[src/rtl/pwm_cfg_sched.sv]
`default_nettype none
// ============================================================================
// Module   : pwm_cfg_sched
// Purpose  : Command scheduler for a bank of pattern_pwm channels. Decodes
//            packets from a UART multi-byte receiver into shadow-register
//            writes and START/STOP requests. A per-channel FSM
//            (IDLE/ARM/RUN/DRAIN) copies the shadow registers to the active
//            set, applies a start delay, enables the channel and waits for
//            the burst to finish or drain.
// Ports    : sys_clk, sys_rst_n       - clock, async active-low reset
//            recv_done                - packet-complete strobe (level ok)
//            dataA/B/C/D              - packet fields (dataA = opcode|channel)
//            pwm_busy, pwm_valid      - per-channel status from pattern_pwm
//            pwm_en                   - per-channel enable (registered)
//            duty_num, pulse_dessert,
//            pulse_num, pat           - active configuration, channel i in slice i
//            cmd_ack, cmd_err         - 1-cycle command response
//            ch_done                  - 1-cycle end-of-burst per channel
//            ch_state                 - per-channel FSM state, 2 bits each
// Revision : 1.0 - initial release
// ============================================================================
module pwm_cfg_sched #(
  parameter int NUM_CH     = 2,
  parameter int _PAT_WIDTH = 16
) (
  input  logic                         sys_clk,
  input  logic                         sys_rst_n,
  input  logic                         recv_done,
  input  logic [7:0]                   dataA,
  input  logic [15:0]                  dataB,
  input  logic [15:0]                  dataC,
  input  logic [7:0]                   dataD,
  input  logic [NUM_CH-1:0]            pwm_busy,
  input  logic [NUM_CH-1:0]            pwm_valid,
  output logic [NUM_CH-1:0]            pwm_en,
  output logic [NUM_CH*8-1:0]          duty_num,
  output logic [NUM_CH*16-1:0]         pulse_dessert,
  output logic [NUM_CH*8-1:0]          pulse_num,
  output logic [NUM_CH*_PAT_WIDTH-1:0] pat,
  output logic                         cmd_ack,
  output logic                         cmd_err,
  output logic [NUM_CH-1:0]            ch_done,
  output logic [NUM_CH*2-1:0]          ch_state
);

  localparam logic [1:0] c_ST_IDLE  = 2'b00;
  localparam logic [1:0] c_ST_ARM   = 2'b01;
  localparam logic [1:0] c_ST_RUN   = 2'b10;
  localparam logic [1:0] c_ST_DRAIN = 2'b11;

  localparam logic [3:0] c_OP_CFG_A = 4'h1;
  localparam logic [3:0] c_OP_CFG_B = 4'h2;
  localparam logic [3:0] c_OP_START = 4'h3;
  localparam logic [3:0] c_OP_STOP  = 4'h4;

  localparam logic [4:0] c_NUM_CH = 5'(NUM_CH);

  logic                  r_recv_d;
  logic                  r_cmd_ack;
  logic                  r_cmd_err;
  logic                  w_cmd_stb;
  logic [3:0]            w_op;
  logic [3:0]            w_ch;
  logic                  w_op_known;
  logic                  w_ch_ok;
  logic                  w_tgt_idle;
  logic                  w_err;
  logic                  w_ack;
  logic [NUM_CH*2-1:0]   w_state_all;
  logic [_PAT_WIDTH-1:0] w_pat_src;

  // Rising-edge detect; the delay register resets to 1 so a recv_done
  // already high when reset releases is not mistaken for a new packet.
  assign w_cmd_stb  = recv_done & ~r_recv_d;
  assign w_op       = dataA[7:4];
  assign w_ch       = dataA[3:0];
  assign w_op_known = (w_op == c_OP_CFG_A) | (w_op == c_OP_CFG_B) |
                      (w_op == c_OP_START) | (w_op == c_OP_STOP);
  assign w_ch_ok    = ({1'b0, w_ch} < c_NUM_CH);

  // State of the addressed channel; false for out-of-range channels.
  always_comb begin
    w_tgt_idle = 1'b0;
    for (int k = 0; k < NUM_CH; k++) begin
      if (w_ch == 4'(k)) w_tgt_idle = (w_state_all[k*2 +: 2] == c_ST_IDLE);
    end
  end

  assign w_err = w_cmd_stb & w_op_known &
                 (~w_ch_ok | ((w_op == c_OP_START) & ~w_tgt_idle));
  assign w_ack = w_cmd_stb & w_op_known & ~w_err;

  if (_PAT_WIDTH <= 16) begin : g_pat_narrow
    assign w_pat_src = dataB[_PAT_WIDTH-1:0];
  end else begin : g_pat_wide
    assign w_pat_src = {{(_PAT_WIDTH-16){1'b0}}, dataB};
  end

  always_ff @(posedge sys_clk or negedge sys_rst_n) begin
    if (!sys_rst_n) begin
      r_recv_d  <= 1'b1;
      r_cmd_ack <= 1'b0;
      r_cmd_err <= 1'b0;
    end else begin
      r_recv_d  <= recv_done;
      r_cmd_ack <= w_ack;
      r_cmd_err <= w_err;
    end
  end

  assign cmd_ack  = r_cmd_ack;
  assign cmd_err  = r_cmd_err;
  assign ch_state = w_state_all;

  for (genvar i = 0; i < NUM_CH; i++) begin : g_ch
    localparam logic [3:0] c_IDX = 4'(i);

    logic                  w_hit;
    logic                  w_cfg_a;
    logic                  w_cfg_b;
    logic                  w_start;
    logic                  w_stop;
    logic                  w_load;
    logic                  w_done_nxt;
    logic [1:0]            w_state_nxt;
    logic [15:0]           w_delay_nxt;
    logic [1:0]            r_state;
    logic [15:0]           r_delay;
    logic                  r_en;
    logic                  r_done;
    logic [7:0]            r_sh_duty;
    logic [15:0]           r_sh_des;
    logic [7:0]            r_sh_pnum;
    logic [_PAT_WIDTH-1:0] r_sh_pat;
    logic [7:0]            r_act_duty;
    logic [15:0]           r_act_des;
    logic [7:0]            r_act_pnum;
    logic [_PAT_WIDTH-1:0] r_act_pat;

    assign w_hit   = w_ack & (w_ch == c_IDX);
    assign w_cfg_a = w_hit & (w_op == c_OP_CFG_A);
    assign w_cfg_b = w_hit & (w_op == c_OP_CFG_B);
    assign w_start = w_hit & (w_op == c_OP_START);
    assign w_stop  = w_hit & (w_op == c_OP_STOP);

    always_comb begin
      w_state_nxt = r_state;
      w_delay_nxt = r_delay;
      w_done_nxt  = 1'b0;
      w_load      = 1'b0;
      case (r_state)
        c_ST_IDLE: begin
          if (w_start) begin
            w_load      = 1'b1;
            w_delay_nxt = dataC;
            w_state_nxt = (dataC != 16'd0) ? c_ST_ARM : c_ST_RUN;
          end
        end
        c_ST_ARM: begin
          // STOP wins over delay expiry in the same cycle.
          if (w_stop) begin
            w_state_nxt = c_ST_IDLE;
            w_delay_nxt = 16'd0;
          end else begin
            w_delay_nxt = r_delay - 16'd1;
            if (r_delay == 16'd1) w_state_nxt = c_ST_RUN;
          end
        end
        c_ST_RUN: begin
          // STOP wins over a coincident end-of-burst; a burst count of zero
          // means free-running, so pwm_valid is ignored then.
          if (w_stop) begin
            w_state_nxt = c_ST_DRAIN;
          end else if (pwm_valid[i] && (r_act_pnum != 8'd0)) begin
            w_state_nxt = c_ST_IDLE;
            w_done_nxt  = 1'b1;
          end
        end
        c_ST_DRAIN: begin
          if (!pwm_busy[i]) w_state_nxt = c_ST_IDLE;
        end
        default: w_state_nxt = c_ST_IDLE;
      endcase
    end

    always_ff @(posedge sys_clk or negedge sys_rst_n) begin
      if (!sys_rst_n) begin
        r_state    <= c_ST_IDLE;
        r_delay    <= 16'd0;
        r_en       <= 1'b0;
        r_done     <= 1'b0;
        r_sh_duty  <= 8'd1;
        r_sh_des   <= 16'd1;
        r_sh_pnum  <= 8'd0;
        r_sh_pat   <= _PAT_WIDTH'(1);
        r_act_duty <= 8'd1;
        r_act_des  <= 16'd1;
        r_act_pnum <= 8'd0;
        r_act_pat  <= _PAT_WIDTH'(1);
      end else begin
        r_state <= w_state_nxt;
        r_delay <= w_delay_nxt;
        // Enable follows the next state so it tracks RUN without lag.
        r_en    <= (w_state_nxt == c_ST_RUN);
        r_done  <= w_done_nxt;
        if (w_cfg_a) begin
          r_sh_des  <= dataB;
          r_sh_duty <= dataD;
        end
        if (w_cfg_b) begin
          r_sh_pat  <= w_pat_src;
          r_sh_pnum <= dataD;
        end
        if (w_load) begin
          r_act_duty <= r_sh_duty;
          r_act_des  <= r_sh_des;
          r_act_pnum <= r_sh_pnum;
          r_act_pat  <= r_sh_pat;
        end
      end
    end

    assign w_state_all[i*2 +: 2]              = r_state;
    assign pwm_en[i]                          = r_en;
    assign ch_done[i]                         = r_done;
    assign duty_num[i*8 +: 8]                 = r_act_duty;
    assign pulse_dessert[i*16 +: 16]          = r_act_des;
    assign pulse_num[i*8 +: 8]                = r_act_pnum;
    assign pat[i*_PAT_WIDTH +: _PAT_WIDTH]    = r_act_pat;
  end

endmodule
`default_nettype wire

[config.mk]
export PLATFORM = sky130hd
export DESIGN_NAME = pwm_cfg_sched
export DESIGN_NICKNAME = d
export VERILOG_FILES = /design/src/rtl/pwm_cfg_sched.sv
export SDC_FILE = /design/constraint.sdc
export NUM_CORES = 1
export LEC_CHECK = 0
export BUFFER_PORTS_ARGS = -buffer_cell sky130_fd_sc_hd__clkbuf_2
export CAP_MARGIN = 20
export CORE_AREA = 2 2 186 188
export CTS_BUF_LIST = sky130_fd_sc_hd__clkbuf_4
export DETAILED_ROUTE_END_ITERATION = 16
export DIE_AREA = 0 0 188 190
export PLACE_DENSITY_LB_ADDON = 0.25
export SLEW_MARGIN = 30
export SYNTH_ARGS = -nofsm -noshare
export SYNTH_HDL_FRONTEND = slang
export SYNTH_SLANG_ARGS = --single-unit
[constraint.sdc]
create_clock -name sys_clk -period 2.6 [get_ports sys_clk]
set_clock_uncertainty 0.2 [all_clocks]
set_input_delay 0.13 -clock sys_clk [delete_from_list [all_inputs] [get_ports sys_clk]]
set_output_delay 0.13 -clock sys_clk [all_outputs]
set_load 0.1 [all_outputs]
==> run summary, run 1 <==
DRT
----------------------------------------------------------------------------------------
Iteration-0 DRC Markers                                                              416
Detailed-route wire length                                                      29100 um
Count of nets left with antenna violations after detail routing                        0
Number of vias in the routed layout                                                 8036
Average wire length per cell after detail routing                                16.9 um
Vias per Instance                                                                   4.66
Count of unresolved DRC violations after routing                                       0
Number of search-and-repair iterations in the first detailed-routing pass              5

LOGIC SYNTHESIS
----------------------------------------------------------------------------------------
Register bit count reported by yosys                                                 235
FFs w/ async S/R, synth                                                             1.00
Number of synthesized flops with an enable pin                                         0
Sequential area share after synthesis                                              0.589
Mapped Area                                                                   0.0100 mm2
Synthesized instance count                                                           927
Yosys synthesis warning count                                                          0
Mean cell area of the mapped netlist                                            10.8 um2
Number of distinct library cells after synthesis                                      65
Post-Syn Nets                                                                        986
Prevailing post-synth register cell                                              dfrtp_1

FLOORPLANNING
----------------------------------------------------------------------------------------
Initial Util                                                                       0.295
Number of cell rows                                                                   68
Die Span X                                                                        188 um
Die Footprint                                                                 0.0357 mm2
Area inside the core boundary                                                 0.0339 mm2
Boundary Pins                                                                        161
Die height                                                                        190 um

PLACED DESIGN
----------------------------------------------------------------------------------------
Instance area at placement                                                    0.0115 mm2
Number of cells after detailed placement                                            1523
Final HPWL from detailed placement                                              18400 um
Gp weighted congestion                                                             0.826
Count of port buffers added during placement                                         160

TIMING
----------------------------------------------------------------------------------------
Measured slew at the worst slew-check pin                                       0.689 ns
Maximum clock rate                                                             0.395 GHz
Final sum of negative setup slack                                                   0 ns
Final number of hold-violating endpoints                                               0
Max-slew headroom                                                                  0.538
Fin. max-slew vios                                                                     0
Final count of negative-setup-slack endpoints                                          0
Final cycle utilization of the critical path                                       0.975
Final critical-path required period                                              2.53 ns
Setup repair after global routing missed its margin                                   no

CELLS AND AREA
----------------------------------------------------------------------------------------
Number of nets in the final layout                                                  1272
Final cell count without fillers                                                    1723
Final Cell Area                                                               0.0131 mm2
Share of final-layout standard cells stronger than drive strength 1                0.341
Filler Cell Count                                                                   3390
Layout-stage area growth over the synthesis result                                 31.1%

GLOBAL ROUTING
----------------------------------------------------------------------------------------
Wire length of the first global-routing pass                                    45800 um
Most used routing layer in global routing                                           met2
Pin count of the biggest net entering global routing                                  87
Met2 Use GR                                                                        0.250
Total routing resource utilization after global routing                            0.165
GR met1 Demand/Resource                                                            0.216
Vias in the first global route                                                      8170
GR Util met3                                                                      0.0559
Initial antenna violation count                                                        2
GRT Residual Overflow                                                                  0

WORST SETUP PATH
----------------------------------------------------------------------------------------
Highest net fanout along the worst path                                                6
Data arrival time at the worst-slack endpoint                                    2.90 ns
Critical path class                                                         input pin to register
CP Launch Point                                                                 dataA[1]
Reg-to-reg critical path startpoint                                         g_ch[1].r_state[0]$_DFF_PN0_
Worst path required time                                                         2.97 ns
Type of element launching the critical path                                    input pin
Endpoint kind of the worst setup timing path                                    register

POWER
----------------------------------------------------------------------------------------
Leakage power summed over all cells                                              6.86 nW
Cell area power density                                                       737 mW/mm2
Highest ir drop seen on vdd                                                     0.486 mV

WORST HOLD PATH
----------------------------------------------------------------------------------------
Worst hold-check path type                                                  input pin to register
Source of the worst hold timing path                                            dataB[2]

RUN
----------------------------------------------------------------------------------------
Max cap viols                                                                          0

CLOCK NETWORK
----------------------------------------------------------------------------------------
Longest Clk Path Bufs                                                                  3
Clock network latency to the later pin of the worst-skew pair                    0.73 ns
TritonCTS clock tree                                                                done
Total number of H-tree levels                                                          3
Cell at the root of the clock tree                                              clkbuf_4
Number of buffers inserted to repair setup after CTS                                   0
Number of clock buffers inserted by TritonCTS                                         69
CTS clock-pin slew for the worst setup and hold paths                            0.06 ns
TritonCTS Sinks                                                                      235

OUTCOME
----------------------------------------------------------------------------------------
Result of the run                                                              completed

-- critical path, stage by stage --
cell and delay [ns]:
dlygate4sd3_1 0.54, clkbuf_2 0.16, or3_1 0.42, dlygate4sd3_1 0.61
nor4_4 0.33, nor2_1 0.22, buf_4 0.20, o21ai_0 0.14
o311ai_0 0.14
-- final timing paths --
check,to,slack [ns],cells after the start
max,g_ch[1].r_delay[11]$_DFFE_PN0P_,0.07,9
min,g_ch[0].r_sh_des[2]$_DFFE_PN0P_,0.07,3
max reg2reg,g_ch[1].r_delay[2]$_DFFE_PN0P_,0.12,5
min reg2reg,g_ch[1].r_act_des[0]$_DFFE_PN1P_,0.22,2
max in group asynchronous,g_ch[0].r_delay[7]$_DFFE_PN0P_,1.02,4
min in group asynchronous,g_ch[0].r_delay[12]$_DFFE_PN0P_,0.36,3
-- placed cells by master (no fill, tap or decap), drive strengths merged, types with 6 or more instances in the layout --
| cell type | netlist | routed |
|---|---|---|
| a21oi | 10 | 10 |
| a221o | 11 | 11 |
| a31oi | 9 | 9 |
| buf | 21 | 30 |
| clkbuf | 27 | 265 |
| clkinv | 0 | 12 |
| dfrtp | 222 | 222 |
| dfstp | 13 | 13 |
| dlygate4sd3 | 0 | 74 |
| inv | 9 | 12 |
| mux2 | 96 | 96 |
| nand2 | 322 | 322 |
| nand2b | 6 | 6 |
| nand3 | 9 | 9 |
| nor2 | 20 | 20 |
| nor3 | 19 | 19 |
| nor4 | 18 | 18 |
| o211ai | 11 | 11 |
| o21ai | 29 | 29 |
| or3 | 9 | 9 |
| or4 | 7 | 7 |
-- synth_stat cells (all sizes together), types with 6 or more instances --
| cell type | number | area, um2 |
|---|---|---|
| buf | 21 | 164 |
| o21ai | 29 | 145 |
| dfstp | 13 | 342 |
| nor3 | 19 | 100 |
| clkbuf | 27 | 101 |
| nand2 | 322 | 1210 |
| a21oi | 10 | 50.1 |
| a221o | 11 | 110 |
| nor2 | 20 | 75.1 |
| inv | 9 | 33.8 |
| mux2 | 96 | 1160 |
| or3 | 9 | 56.3 |
| dfrtp | 222 | 5560 |
| nand3 | 9 | 45.0 |
| or4 | 7 | 56.3 |
| a31oi | 9 | 56.3 |
| nor4 | 18 | 134 |
| o211ai | 11 | 82.6 |
| nand2b | 6 | 37.5 |
-- sequential cells by signal, indices dropped and copies added (netlist names) --
| register | flops |
|---|---|
| cmd_ack | 1 |
| cmd_err | 1 |
| g_ch.r_act_des | 32 |
| g_ch.r_act_duty | 16 |
| g_ch.r_act_pat | 32 |
| g_ch.r_act_pnum | 16 |
| g_ch.r_delay | 32 |
| g_ch.r_done | 2 |
| g_ch.r_en | 2 |
| g_ch.r_sh_des | 32 |
| g_ch.r_sh_duty | 16 |
| g_ch.r_sh_pat | 32 |
| g_ch.r_sh_pnum | 16 |
| g_ch.r_state | 4 |
| r_recv_d | 1 |
-- logic make-up (layout without fill, tap and decap cells) --
| family | count (synthesis) | count (layout) | share of synthesized area |
|---|---|---|---|
| compound gates | 93 | 93 | 0.0631 |
| xor+xnor | 3 | 3 | 0.00262 |
| fa+ha+maj | 4 | 4 | 0.00500 |
| buf+inv | 57 | 395 | 0.0299 |
| flops | 235 | 235 | 0.589 |
| mux | 97 | 97 | 0.116 |
| other cells | 0 | 3 | 0 |
| simple gates | 438 | 438 | 0.194 |
-- stage by stage --
step	power (W)	utilization	hold WS [ns]	setup slack, ns
final	0.00968	0.387	0.0726	0.0658
after global routing	0.0103	0.387	0.0116	0.0410
after CTS	0.00984	0.386	0.00303	0.116
after detailed placement	0.00612	0.339	-0.0209	0.118
after global placement	0.00611	0.339	-0.0188	0.144
after floorplan	0.00548	-	-0.366	0.00563
-- layout make-up --
class	instances	area (um2)	area share
Antenna cell	3	7.51	0.000572
Clock buffer	106	796	0.0606
Clock inverter	17	78.8	0.00600
Timing Repair Buffer	263	1890	0.144
Inverter	9	33.8	0.00257
Multi-Input combinational cell	635	3850	0.293
Sequential cell	235	5900	0.449
Tap cell	455	569	0.0434
-- power by group --
group,leakage [nW],internal (W),switching [W]
combinational,3.13,0.000739,0.00126
clock,0.527,0.00186,0.00165
sequential,3.20,0.00391,0.000257
total,6.86,0.00651,0.00317
-- what timing repair did --
item / CTS / global route
resized for setup: 0 / 0
setup endpoints to repair: 0 / 0
hold endpoints to repair: 451 / 0
hold buffers: 74 / 0
-- per-layer routing --
layer,vias up,wire (um)
met4,0,773
met3,56,2160
met2,257,12800
li1,3797,-
met1,3926,13300
met5,-,0
Power figures use the tool's default switching activity.
==> run 2, diff against run 1 <==
--- a/config.mk
+++ b/config.mk
@@ -16,3 +16,4 @@
 export SYNTH_ARGS = -nofsm -noshare
 export SYNTH_HDL_FRONTEND = slang
 export SYNTH_SLANG_ARGS = --single-unit
+export TNS_END_PERCENT = 20
==> constraint.sdc (replaced) <==
create_clock -name sys_clk -period 2.6 [get_ports sys_clk]
set_clock_uncertainty 0.2 [all_clocks]
set_input_delay 0.13 -clock sys_clk [delete_from_list [all_inputs] [get_ports sys_clk]]
set_output_delay 0.13 -clock sys_clk [all_outputs]
set_load 0.05 [all_outputs]
==> run summary, run 2 (synthesis results as in run 1) <==
PLACED DESIGN
----------------------------------------------------------------------------------------
Final HPWL from detailed placement                                              18400 um   about the same
Instance area at placement                                                    0.0115 mm2   about the same
Gp weighted congestion                                                             0.833   was 0.826
Count of port buffers added during placement                                         160   unchanged

TIMING
----------------------------------------------------------------------------------------
Final count of negative-setup-slack endpoints                                          0   unchanged
Setup repair after global routing missed its margin                                   no   unchanged
Final critical-path required period                                              2.53 ns   about the same
Fin. max-slew vios                                                                     0   unchanged
Measured slew at the worst slew-check pin                                       0.680 ns   was 0.689 ns
Maximum clock rate                                                             0.396 GHz   was 0.395 GHz
Final number of hold-violating endpoints                                               0   unchanged
Final cycle utilization of the critical path                                       0.972   was 0.975
Max-slew headroom                                                                  0.544   was 0.538
Final sum of negative setup slack                                                   0 ns   unchanged

WORST SETUP PATH
----------------------------------------------------------------------------------------
Largest incremental delay on the critical path                                   0.61 ns   about the same
Data arrival time at the worst-slack endpoint                                    2.89 ns   was 2.90 ns
Critical path, cell by cell                                                 dlygate4sd3_1 > clkbuf_2 > or3_1 > dlygate4sd3_1 > nor4_4 > nor2_1 > a21o_1 > a221o_1   was dlygate4sd3_1 > clkbuf_2 > or3_1 > dlygate4sd3_1 > nor4_4 > nor2_1 > buf_4 > o21ai_0 > o311ai_0
Kind of cell with the highest combined delay on the critical path           buffers and inverters   unchanged
Critical path class                                                         input pin to register   unchanged
Sum of buffers and inverters on the critical path                                      3   was 4
Worst path slowest cell                                                     dlygate4sd3_1   unchanged
Endpoint kind of the worst setup timing path                                    register   unchanged
CP most frequent cell                                                       dlygate4sd3_1   unchanged
Highest net fanout along the worst path                                                9   was 6
Type of element launching the critical path                                    input pin   unchanged
Worst path required time                                                         2.97 ns   about the same

CLOCK NETWORK
----------------------------------------------------------------------------------------
TritonCTS clock tree                                                                done   unchanged
CTS clock-pin slew for the worst setup and hold paths                            0.07 ns   was 0.06 ns
TritonCTS Sinks                                                                      235   unchanged
Number of buffers inserted to repair setup after CTS                                   0   unchanged
Total number of H-tree levels                                                          3   unchanged
Number of clock buffers inserted by TritonCTS                                         71   was 69
Clock network latency to the later pin of the worst-skew pair                    0.72 ns   was 0.73 ns
Longest Clk Path Bufs                                                                  3   unchanged
Cell at the root of the clock tree                                              clkbuf_4   unchanged

GLOBAL ROUTING
----------------------------------------------------------------------------------------
GR met1 Demand/Resource                                                            0.217   was 0.216
Wire length of the first global-routing pass                                    46200 um   was 45800 um
Pin count of the biggest net entering global routing                                  76   was 87
Total routing resource utilization after global routing                            0.167   was 0.165
Most used routing layer in global routing                                           met2   unchanged
GR Util met3                                                                      0.0605   was 0.0559
Vias in the first global route                                                      8211   was 8170
Met2 Use GR                                                                        0.258   was 0.250
GRT Residual Overflow                                                                  0   unchanged
Initial antenna violation count                                                        2   unchanged

CELLS AND AREA
----------------------------------------------------------------------------------------
Layout-stage area growth over the synthesis result                                 31.9%   was 31.1%
Most common cell after layout, fill and taps aside                               nand2_1   unchanged
Final Cell Area                                                               0.0132 mm2   was 0.0131 mm2
Share of final-layout standard cells stronger than drive strength 1                0.336   was 0.341
Leading cell types in the layout, fill and taps excluded                    nand2_1, dfrtp_1, clkbuf_2   unchanged
Number of nets in the final layout                                                  1282   was 1272
Final standard cell utilization of the core                                        0.389   was 0.387

FLOORPLANNING
----------------------------------------------------------------------------------------
Die Footprint                                                                 0.0357 mm2   unchanged
Number of cell rows                                                                   68   unchanged
Die height                                                                        190 um   unchanged
Die Span X                                                                        188 um   unchanged
Boundary Pins                                                                        161   unchanged
Initial Util                                                                       0.295   unchanged
Area inside the core boundary                                                 0.0339 mm2   unchanged

DRT
----------------------------------------------------------------------------------------
Detailed-route wire length                                                      29300 um   was 29100 um
Count of nets left with antenna violations after detail routing                        0   unchanged
Average wire length per cell after detail routing                                17.0 um   was 16.9 um
Iteration-0 DRC Markers                                                              377   was 416
Number of vias in the routed layout                                                 7957   was 8036
Vias per Instance                                                                   4.61   was 4.66
Count of unresolved DRC violations after routing                                       0   unchanged
Number of search-and-repair iterations in the first detailed-routing pass              4   was 5

POWER
----------------------------------------------------------------------------------------
Post-layout power                                                              0.00959 W   was 0.00968 W
Leakage power summed over all cells                                              6.90 nW   was 6.86 nW
Cell area power density                                                       726 mW/mm2   was 737 mW/mm2
Highest ir drop seen on vdd                                                     0.403 mV   was 0.486 mV

WORST HOLD PATH
----------------------------------------------------------------------------------------
Worst hold-check path type                                                  input pin to register   unchanged

RUN
----------------------------------------------------------------------------------------
Max cap viols                                                                          0   unchanged

OUTCOME
----------------------------------------------------------------------------------------
Result of the run                                                              completed   unchanged

run 2: cell count changes in the layout (fill, tap and decap cells not counted), sizes merged:
cell / delta
buf: +2
bufinv: +1
clkbuf: -5
clkinv: +2
clkinvlp: -1
diode: -1
dlygate4sd3: +6
inv: -1
run 2: per-stage QoR:
step / setup slack (ns) / instances / hold WS, ns
finish: 0.0723 / 1726 / 0.0774
CTS: 0.134 / 1724 / 0.00307
global placement: 0.219 / 1524 / -0.0852
detailed placement: 0.198 / 1524 / -0.0837
global route: 0.0457 / 1726 / 0.0277
floorplan: 0.0210 / 927 / -0.366
run 2: layout make-up:
type	count	area [um2]
inverter	9	33.8
clock buffer	101	758
timing repair buffer	271	1980
sequential	235	5900
tap	455	569
clock inverter	18	114
antenna	2	5.00
multi-input combinational	635	3860
fill	3401	20700
run 2: path summary, 6_finish.rpt:
path	cells after the start	slack, ns	end	startpoint
setup / recovery	8	0.07	g_ch[1].r_delay[14]$_DFFE_PN0P_	dataA[1]
hold / removal	3	0.08	g_ch[0].r_sh_duty[4]$_DFFE_PN0P_	dataD[4]
setup reg to reg	6	0.15	g_ch[0].r_delay[4]$_DFFE_PN0P_	g_ch[0].r_state[1]$_DFF_PN0_
hold reg to reg	2	0.23	g_ch[0].r_act_des[15]$_DFFE_PN0P_	g_ch[0].r_sh_des[15]$_DFFE_PN0P_
max in group asynchronous	4	1.38	g_ch[1].r_act_des[8]$_DFFE_PN0P_	sys_rst_n
min in group asynchronous	3	0.40	g_ch[0].r_sh_pat[0]$_DFFE_PN1P_	sys_rst_n
run 2: repair_timing:
item / CTS / global route
hold buffers: 81 / 0
hold endpoints to repair: 453 / 0
setup endpoints to repair: 0 / 1
gates resized for setup: 0 / 1
run 2: tightest hold or removal path, delay by kind of cell:
kind | cells | cell delay [ns]
buffers and inverters | 2 | 0.68
multiplexers | 1 | 0.14
run 2: per-layer routing:
layer  part of all wire  wire, um
met1               0.44     12900
met2               0.46     13400
met3              0.083      2440
met4              0.017       495
met5                  0         0
run 2: power breakdown:
group | internal, W | switching, W
logic | 0.000778 | 0.00113
clock network | 0.00188 | 0.00163
registers | 0.00391 | 0.000252
total | 0.00657 | 0.00301
